--- src/rtl/tick_scheduler_if.sv ---
// Configuration and status bundle for the tick scheduler.
// master drives config/control, slave is the scheduler.
interface tick_scheduler_if #(
   parameter int WIDTH     = 26,
   parameter int CNT_WIDTH = 8
);
   logic                 cfg_valid;
   logic                 cfg_ready;
   logic [WIDTH-1:0]     cfg_div;
   logic                 cfg_oneshot;
   logic [CNT_WIDTH-1:0] cfg_count;
   logic                 start;
   logic                 stop;
   logic                 busy;
   logic                 tick;
   logic                 new_clock;
   logic                 done;

   modport master (
      output cfg_valid, cfg_div, cfg_oneshot, cfg_count,
      output start, stop,
      input  cfg_ready, busy, tick, new_clock, done
   );

   modport slave (
      input  cfg_valid, cfg_div, cfg_oneshot, cfg_count,
      input  start, stop,
      output cfg_ready, busy, tick, new_clock, done
   );
endinterface

--- src/rtl/tick_scheduler.sv ---
// Programmable timebase: tick enable, divided clock, one-shot and
// continuous runs, with divisor updates only at period boundaries.
module tick_scheduler #(
   parameter int WIDTH       = 26,
   parameter int DEFAULT_DIV = 50000000,
   parameter int CNT_WIDTH   = 8
) (
   input logic             clock,
   input logic             reset,
   tick_scheduler_if.slave bus
);
   typedef enum logic {IDLE, RUN} state_e;

   state_e               state_q, state_d;
   logic [WIDTH-1:0]     count_q, count_d;
   logic [WIDTH-1:0]     div_q, div_d;
   logic [WIDTH-1:0]     pdiv_q, pdiv_d;
   logic                 os_q, os_d;
   logic                 pos_q, pos_d;
   logic                 run_os_q, run_os_d;
   logic                 pend_q, pend_d;
   logic                 stop_q, stop_d;
   logic                 nclk_q, nclk_d;
   logic                 done_q, done_d;
   logic [CNT_WIDTH-1:0] cnt_q, cnt_d;
   logic [CNT_WIDTH-1:0] pcnt_q, pcnt_d;
   logic [CNT_WIDTH-1:0] rem_q, rem_d;

   logic                 xfer;
   logic                 at_end;
   logic                 fin;
   logic [WIDTH-1:0]     cdiv;
   logic [CNT_WIDTH-1:0] ccnt;

   assign cdiv   = (bus.cfg_div < WIDTH'(2)) ? WIDTH'(2) : bus.cfg_div;
   assign ccnt   = (bus.cfg_count == '0) ? CNT_WIDTH'(1) : bus.cfg_count;
   assign xfer   = bus.cfg_valid && !pend_q;
   assign at_end = (state_q == RUN) && (count_q == div_q - WIDTH'(1));
   assign fin    = at_end && (stop_q || bus.stop ||
                   (run_os_q && rem_q == CNT_WIDTH'(1)));

   always_ff @(posedge clock or posedge reset) begin
      if (reset) begin
         state_q  <= IDLE;
         count_q  <= '0;
         div_q    <= WIDTH'(DEFAULT_DIV);
         pdiv_q   <= '0;
         os_q     <= 1'b0;
         pos_q    <= 1'b0;
         run_os_q <= 1'b0;
         pend_q   <= 1'b0;
         stop_q   <= 1'b0;
         nclk_q   <= 1'b0;
         done_q   <= 1'b0;
         cnt_q    <= CNT_WIDTH'(1);
         pcnt_q   <= '0;
         rem_q    <= '0;
      end else begin
         state_q  <= state_d;
         count_q  <= count_d;
         div_q    <= div_d;
         pdiv_q   <= pdiv_d;
         os_q     <= os_d;
         pos_q    <= pos_d;
         run_os_q <= run_os_d;
         pend_q   <= pend_d;
         stop_q   <= stop_d;
         nclk_q   <= nclk_d;
         done_q   <= done_d;
         cnt_q    <= cnt_d;
         pcnt_q   <= pcnt_d;
         rem_q    <= rem_d;
      end
   end

   always_comb begin
      state_d = state_q;
      unique case (state_q)
         IDLE: if (bus.start) state_d = RUN;
         RUN:  if (fin) state_d = IDLE;
      endcase
   end

   always_comb begin
      count_d  = count_q;
      div_d    = div_q;
      pdiv_d   = pdiv_q;
      os_d     = os_q;
      pos_d    = pos_q;
      cnt_d    = cnt_q;
      pcnt_d   = pcnt_q;
      pend_d   = pend_q;
      run_os_d = run_os_q;
      rem_d    = rem_q;
      stop_d   = stop_q;
      unique case (state_q)
         IDLE: begin
            count_d = '0;
            if (xfer) begin
               div_d = cdiv;
               os_d  = bus.cfg_oneshot;
               cnt_d = ccnt;
            end
            // a config offered with start governs this run
            if (bus.start) begin
               run_os_d = xfer ? bus.cfg_oneshot : os_q;
               rem_d    = xfer ? ccnt : cnt_q;
               stop_d   = 1'b0;
            end
         end
         RUN: begin
            count_d = at_end ? '0 : count_q + WIDTH'(1);
            if (bus.stop) stop_d = 1'b1;
            if (at_end) begin
               if (pend_q) begin
                  div_d  = pdiv_q;
                  os_d   = pos_q;
                  cnt_d  = pcnt_q;
                  pend_d = 1'b0;
               end else if (xfer) begin
                  div_d = cdiv;
                  os_d  = bus.cfg_oneshot;
                  cnt_d = ccnt;
               end
               if (fin) stop_d = 1'b0;
               else if (run_os_q) rem_d = rem_q - CNT_WIDTH'(1);
            end else if (xfer) begin
               pdiv_d = cdiv;
               pos_d  = bus.cfg_oneshot;
               pcnt_d = ccnt;
               pend_d = 1'b1;
            end
         end
      endcase
   end

   always_comb begin
      nclk_d = (state_d == RUN) &&
               (count_d > ((div_d - WIDTH'(1)) >> 1));
      done_d = fin;
      bus.busy      = (state_q == RUN);
      bus.tick      = at_end;
      bus.new_clock = nclk_q;
      bus.done      = done_q;
      bus.cfg_ready = !pend_q;
   end
endmodule
--- src/flat_wrapper.sv ---
// flat-port wrapper written by rule: the top's interface ports become plain ports
module tick_scheduler_flat 
#(
   parameter int WIDTH       = 26,
   parameter int DEFAULT_DIV = 50000000,
   parameter int CNT_WIDTH   = 8
)
  (clock, reset, bus_cfg_valid, bus_cfg_div, bus_cfg_oneshot, bus_cfg_count, bus_start, bus_stop, bus_cfg_ready, bus_busy, bus_tick, bus_new_clock, bus_done);
  tick_scheduler_if #(.WIDTH(WIDTH), .CNT_WIDTH(CNT_WIDTH)) bus_i ();
  input logic clock;
  input logic reset;
  input wire logic [$bits(bus_i.cfg_valid)-1:0] bus_cfg_valid;
  input wire logic [$bits(bus_i.cfg_div)-1:0] bus_cfg_div;
  input wire logic [$bits(bus_i.cfg_oneshot)-1:0] bus_cfg_oneshot;
  input wire logic [$bits(bus_i.cfg_count)-1:0] bus_cfg_count;
  input wire logic [$bits(bus_i.start)-1:0] bus_start;
  input wire logic [$bits(bus_i.stop)-1:0] bus_stop;
  output wire logic [$bits(bus_i.cfg_ready)-1:0] bus_cfg_ready;
  output wire logic [$bits(bus_i.busy)-1:0] bus_busy;
  output wire logic [$bits(bus_i.tick)-1:0] bus_tick;
  output wire logic [$bits(bus_i.new_clock)-1:0] bus_new_clock;
  output wire logic [$bits(bus_i.done)-1:0] bus_done;
  assign bus_i.cfg_valid = bus_cfg_valid;
  assign bus_i.cfg_div = bus_cfg_div;
  assign bus_i.cfg_oneshot = bus_cfg_oneshot;
  assign bus_i.cfg_count = bus_cfg_count;
  assign bus_i.start = bus_start;
  assign bus_i.stop = bus_stop;
  assign bus_cfg_ready = bus_i.cfg_ready;
  assign bus_busy = bus_i.busy;
  assign bus_tick = bus_i.tick;
  assign bus_new_clock = bus_i.new_clock;
  assign bus_done = bus_i.done;
  tick_scheduler #(.WIDTH(WIDTH), .DEFAULT_DIV(DEFAULT_DIV), .CNT_WIDTH(CNT_WIDTH)) u_core (.clock(clock), .reset(reset), .bus(bus_i));
endmodule
--- config.mk ---
export PLATFORM = sky130hd
export DESIGN_NAME = tick_scheduler_flat
export DESIGN_NICKNAME = d
export VERILOG_FILES = /design/src/rtl/tick_scheduler_if.sv /design/src/rtl/tick_scheduler.sv /design/src/flat_wrapper.sv
export SDC_FILE = /design/constraint.sdc
export NUM_CORES = 1
export LEC_CHECK = 0
export CORE_MARGIN = 1.5
export CORE_UTILIZATION = 60
export DETAILED_ROUTE_END_ITERATION = 10
export PLACE_DENSITY = 0.8
export SKIP_LAST_GASP = 1
export SYNTH_ARGS = -nofsm -noshare
export SYNTH_HDL_FRONTEND = slang
export SYNTH_SLANG_ARGS = --single-unit
--- constraint.sdc ---
create_clock -name clock -period 6.5 [get_ports clock]
set_input_delay 1.3 -clock clock [delete_from_list [all_inputs] [get_ports clock]]
set_output_delay 1.3 -clock clock [all_outputs]
set_load 0.1 [all_outputs]
# Word-level counts from Yosys, hierarchy flattened

Index checks and enable logic that the tools add are counted.
Widths: inputs -> output; s select.

Equality and inequality tests: 6
Reductions and logical operators: 14
Order comparisons: 2
Multiplexer cells: 31
Add/sub/neg operators: 4
Bitwise gates (word level): 2

Operator list:

| cell                  | count |
|---|---|
| $mux 26               | 5 |
| $pmux 26 s2           | 2 |
| $mux 8                | 8 |
| $sub 26x1->26 const B | 2 |
| $pmux 8 s2            | 2 |
| $add 26x1->26 const B | 1 |
| $eq 26x26->1          | 1 |
| $gt 26x25->1          | 1 |
| $lt 26x2->1 const B   | 1 |
| $mux 1                | 11 |
| $eq 8x1->1 const B    | 1 |
| $logic_not 8->1       | 1 |
| $ne 2x2->1 const B    | 4 |
| $sub 8x1->8 const B   | 1 |
| $pmux 1 s2            | 3 |
| $logic_and 1x1->1     | 5 |
| $reduce_and 2->1      | 2 |
| $reduce_and 4->1      | 1 |
| $reduce_and 3->1      | 1 |
| $logic_or 1x1->1      | 2 |
| $not 1->1             | 2 |
| $reduce_bool 2->1     | 1 |
| $logic_not 1->1       | 1 |

Bits of input ports: 40
Output and inout bits: 5
Register bits: 110
Logic and storage cells: 73

# Depth between registers and ports, before layout

Depth after elaboration: 9
Gate-level depth with buffers: 28

# Worst setup path after synthesis

No wires, ideal clock.

Path kind: flip-flop to flip-flop
Start: reg u_core.div_q[17]
End: reg u_core.nclk_q (netlist: u_core.bus.new_clock)
Period minus slack after synthesis: 6131 ps
Setup time: 119 ps
Arrival: 6013 ps
Buffers on the path: 3
Stages on the path, launching flop included: 25
Path slack: 369 ps
Data required time: 6381 ps
Path through: dfstp_2 -> clkbuf_1 -> or3_1 -> clkbuf_1 -> or3_1 -> o2111ai_1 -> and3_1 -> a21oi_1 -> and4_1 -> nand2_1 -> clkinv_1 -> a211o_1 -> or4_4 -> or3_1 -> buf_6 -> nor3_2 -> xnor2_1 -> ha_1 -> a21o_1 -> a21o_1 -> a21oi_1 -> o21ai_0 -> a2111oi_0 -> a21oi_1 -> o21a_1

Word-level cells in the longest chain between the ends: 8
Elaborated cells between the ends (all ways): 15
Those cells by class: add/sub: 2; order compare: 1; eq/ne: 1; mux: 8; reduce/logical: 3

RTL lines:

| item                     | line                  | text |
|---|---|---|
| start: declaration       | tick_scheduler.sv:16  | `logic [WIDTH-1:0] div_q, div_d;` |
| start signal: assignment | tick_scheduler.sv:46  | `div_q <= WIDTH'(DEFAULT_DIV);` |
| start signal: assignment | tick_scheduler.sv:61  | `div_q <= div_d;` |
| $sub 26x1->26 (*)        | tick_scheduler.sv:38  | `assign at_end = (state_q == RUN) && (count_q == div_q - WIDTH'(1));` |
| $eq 26x26->1 (*)         | tick_scheduler.sv:38  |  |
| $logic_and 1x1->1 (*)    | tick_scheduler.sv:38  |  |
| named net bus_tick       | flat_wrapper.sv:20    | `output wire logic [$bits(bus_i.tick)-1:0] bus_tick;` |
| $mux 26                  | tick_scheduler.sv:114 | `if (at_end) begin` |
| $pmux 26 s2              | tick_scheduler.sv:96  | `unique case (state_q)` |
| $sub 26x1->26            | tick_scheduler.sv:139 | `(count_d > ((div_d - WIDTH'(1)) >> 1));` |
| $gt 26x25->1             | tick_scheduler.sv:139 |  |
| $logic_and 1x1->1 (*)    | tick_scheduler.sv:138 | `nclk_d = (state_d == RUN) &&` |
| named net u_core.nclk_d  | tick_scheduler.sv:23  | `logic nclk_q, nclk_d;` |
| end signal: assignment   | tick_scheduler.sv:68  | `nclk_q <= nclk_d;` |
| end: declaration         | tick_scheduler.sv:23  |  |

The timed path passes the listed nets; every way through them passes the cells marked *.
A chain may end at the register's enable or synchronous reset.

# Worst setup path in the final report

Start: reg u_core.div_q[0]
End: reg u_core.nclk_q (netlist: u_core.bus.new_clock)

Word-level cells in the longest chain between the ends: 8
Elaborated cells between the ends (all ways): 15
Those cells by class: add/sub: 2; order compare: 1; eq/ne: 1; mux: 8; reduce/logical: 3

RTL lines:

| item                      | line |
|---|---|
| $sub 26x1->26             | tick_scheduler.sv:38 |
| $eq 26x26->1              | tick_scheduler.sv:38 |
| $logic_and 1x1->1         | tick_scheduler.sv:38 |
| $mux 26                   | tick_scheduler.sv:114 |
| $pmux 26 s2               | tick_scheduler.sv:96 |
| named net u_core.div_d[1] | tick_scheduler.sv:16 |
| $sub 26x1->26             | tick_scheduler.sv:139 |
| $gt 26x25->1              | tick_scheduler.sv:139 |
| $logic_and 1x1->1         | tick_scheduler.sv:138 |
| named net u_core.nclk_d   | tick_scheduler.sv:23 |

The timed path passes the listed nets, and every way through them passes these cells.

==> results.toml <==
[global_routing]
grt_usage_pct = 34.1
grt_pass1_vias = 6999
global_route.overflow_total = 0
antenna_found_initial = 0
grt_start_max_net_pins = 77
grt_pass1_wl_um = 37500

[finish]
fillCellCount = 1070
design.final.nets = 1029
antenna_cells = 0
stdcell_count = 1140
post-route-cell-area_mm2 = 0.00910
post_route_cells_drive_above_1_share_pct = 13.8
area_growth_syn_to_layout_pct = 13.0

[die]
num_rows = 42
boundaryPins = 45
die_span_in_x_um = 119
floorplan.initialDensity_pct = 61.0
die_height_um = 119
floorplan.die_area_mm2 = 0.0141
placeableCoreArea_mm2 = 0.0132

[detailed_routing]
finalWirelength_um = 23400
iteration_0_drc_markers = 804
drt_pre_antenna_iters = 6
detail_route.vias_per_cell = 6.50
detail_route.wl_per_cell_um = 20.5
detailroute.via_count = 7407
drt_drc_violations_left = 0
drt.antenna.violating_nets = 0

[worst_setup_path]
worstReg2RegStart = "u_core.div_q[0]$_DFF_PP0_"
critPathArrivalTime_ns = 6.43
worstSetupStartpointType = "register"
worstSetupEndpointType = "register"
crit_fanout = 7
setup.worst_path.start = "u_core.div_q[0]$_DFF_PP0_"
setup.worst_path.class = "register to register"
critical_path_required_ns = 6.76

[logic_synthesis]
netlist_top_cells_area = "dfrtp_1 (30%), xnor2_1 (5.4%), nor2_1 (4.8%)"
main_combinational_cell_family_by_area_after_synthesis = "simple AND/OR/NAND/NOR gates"
post_synth_num_cell_types = 78
synth_enable_flop_cells = 0
netlist_instances = 919
synth_top_cell_area_share_pct = 30.2
proportion_of_synthesized_flip_flops_having_asynchronous_set_or_reset_pct = 100
ys.warnings.count = 0
netlist_top_cells_count = "nor2_1 (102), dfrtp_1 (97), nand2_1 (76)"
post_synth_instance_area_mm2 = 0.00805
ys_seq_area_share_pct = 34.4
synth.mux.area_fraction_pct = 9.24
synth_ff_type = "dfrtp_1"
yosys.area_share.simple_pct = 22.2
synth-xor-area-share_pct = 9.03
synth_top_area_cell = "dfrtp_1"
synth_compound_area_share_pct = 16.2
synthesis.nets = 989
synth_seq_cells = 110
post-synth-top-count-cell = "nor2_1"
synth-adder-area-share_pct = 4.66
synth.avg_cell_area_um2 = 8.76

[clock_tree]
clock_buffers_created_by_tritoncts = 9
clock_root_buffer = "clkbuf_16"
clkLatencyLatePin_ns = 0.37
cts_tree = "yes"
post-cts-setup-buffers = 0
tritoncts_num_sinks = 110
cts-htree-levels = 3
clockBufferDepth = 2
clock_pin_slew_of_the_registers_on_the_worst_case_setup_and_hold_paths_ns = 0.08

[pwr]
vdd_drop_max_v = 0.000213
power.leakage_uw = 0.00384
power_density_mw_per_mm2 = 220

[timing]
setup_tns_ns = 0
min_period_ns = 6.18
clock.fmax_mhz = 162
setup_viol_count_final = 0
whs_ns = 0.498
skew_ns = 0.0111
slew_headroom_pct = 33.2
grt_setup_unrepaired = "false"
fin_crit_sh_pct = 95.1
report.final.slew_viol_count = 0
setup_ws_ns = 0.320
hold_viol = 0
tightestPinTransition_ns = 1.00

[place]
placement.io_buffers = 44
post_placement_cell_area_mm2 = 0.00879
placed_cells_incl_taps = 1124
detailed_place_hpwl_um = 17600
gp_congestion = 0.968
post-place-ws_ns = 0.0295

[min_path]
hold_path_startpoint = "u_core.pdiv_q[1]$_DFFE_PP0P_"
worstHoldPathType = "register to register"

[run_status]
status = "finished, final reports clean"

[job]
cap_viol_max_count = 0
## power by group
part           switching, µW  leakage, µW  internal [µW]
clock                    289     0.000142            270
sequential               118      0.00133            786
combinational            278      0.00237            261
total                    685      0.00384           1320
## stage by stage
step | power, µW | utilization [%]
global placement | 1430 | 66.6
global route | 2100 | 69.0
CTS | 2000 | 68.8
detailed placement | 1440 | 66.6
finish | 2000 | 69.0
floorplan | 1270 | -
## cells by family after synthesis
kind of cell,Yosys count
buffers and inverters,81
XOR/XNOR,83
flip-flops,110
adder cells (fa/ha/maj),30
multiplexers,70
AO/OA/AOI/OAI,201
AND/OR/NAND/NOR,344
## critical path, stage by stage, from the launching register on
cell and delay, ns:
dfrtp_1 0.51, inv_1 0.10, ha_1 0.20, nor4b_4 0.30, and4_4 0.31, xnor2_1 0.08, or4_1 0.43, a32o_1 0.29
o41ai_4 0.42, o221a_1 0.23, and3_2 0.20, inv_2 0.05, or4_4 0.58, or3_1 0.57, nor3_2 0.25, xnor2_1 0.09
ha_1 0.18, a21o_1 0.15, a21o_1 0.16, a21oi_1 0.13, o21ai_0 0.09, a2111oi_0 0.42, a21oi_1 0.12, o21a_1 0.20
## cell type report
cell class / instances / area (µm²) / share of cell area (%)
multi-input combinational: 728 / 4970 / 54.7
sequential: 110 / 2770 / 30.4
timing repair buffer: 85 / 746 / 8.20
clock buffer: 9 / 225 / 2.48
tap: 176 / 220 / 2.42
inverter: 25 / 96.3 / 1.06
clock inverter: 7 / 66.3 / 0.729
## flip-flops by register name, indices dropped and copies added, names as in the netlist
signal	count
u_core.bus.busy	1
u_core.cnt_q	8
u_core.div_q	26
u_core.rem_q	8
u_core.pcnt_q	8
u_core.os_q	1
u_core.pend_q	1
u_core.count_q	26
u_core.bus.done	1
u_core.run_os_q	1
u_core.bus.new_clock	1
u_core.pos_q	1
u_core.pdiv_q	26
u_core.stop_q	1
## path summary, 6_finish.rpt
path,endpoint,slack (ns),cells past startpoint
worst max-delay path,u_core.bus.new_clock$_DFF_PP0_,0.32,23
worst min-delay path,u_core.pdiv_q[1]$_DFFE_PP0P_,0.50,2
worst max register to register,u_core.bus.new_clock$_DFF_PP0_,0.32,23
worst min register to register,u_core.pdiv_q[1]$_DFFE_PP0P_,0.50,2
max in group asynchronous,u_core.div_q[14]$_DFF_PP1_,3.95,3
min in group asynchronous,u_core.count_q[24]$_DFF_PP0_,1.51,2
## cells in the final DEF, fill, tap and decap left out, types with 4 or more instances in the layout
cell and instances:
a211oi_1 6, a21o_1 7, a21oi_1 51, a22o_1 5, a31oi_1 10, a32oi_1 4
and3_1 12, and4_1 4, buf_4 42, clkbuf_16 9, clkdlybuf4s50_1 43, dfrtp_1 97
dfstp_2 13, ha_1 30, inv_1 21, mux2_2 34, mux2i_1 36, nand2_1 76
nand3_1 27, nand3b_1 6, nand4_1 19, nor2_1 101, nor2b_1 5, nor3_1 30
nor4_1 13, nor4_4 4, o211ai_1 6, o21a_1 9, o21ai_0 56, o22ai_1 8
or2_2 5, or3_1 11, or4_1 4, xnor2_1 50, xor2_1 33
## metal layers
metal  part of all wire [%]  routed length [µm]  vias up  track usage [%]
met5                      0                   0        -                0
met4                    4.1                 951        0             16.3
met3                    7.5                1750       62             5.12
met2                     46               10700      366             52.9
met1                     43               10000     3562             47.1
li1                       -                   -     3417                -
## repair_timing
item / CTS / global route
resized for setup: 0 / 3
hold buffers: 0 / 0
setup endpoints to repair: 0 / 1
No activity file was read; power rests on OpenSTA's default activity.
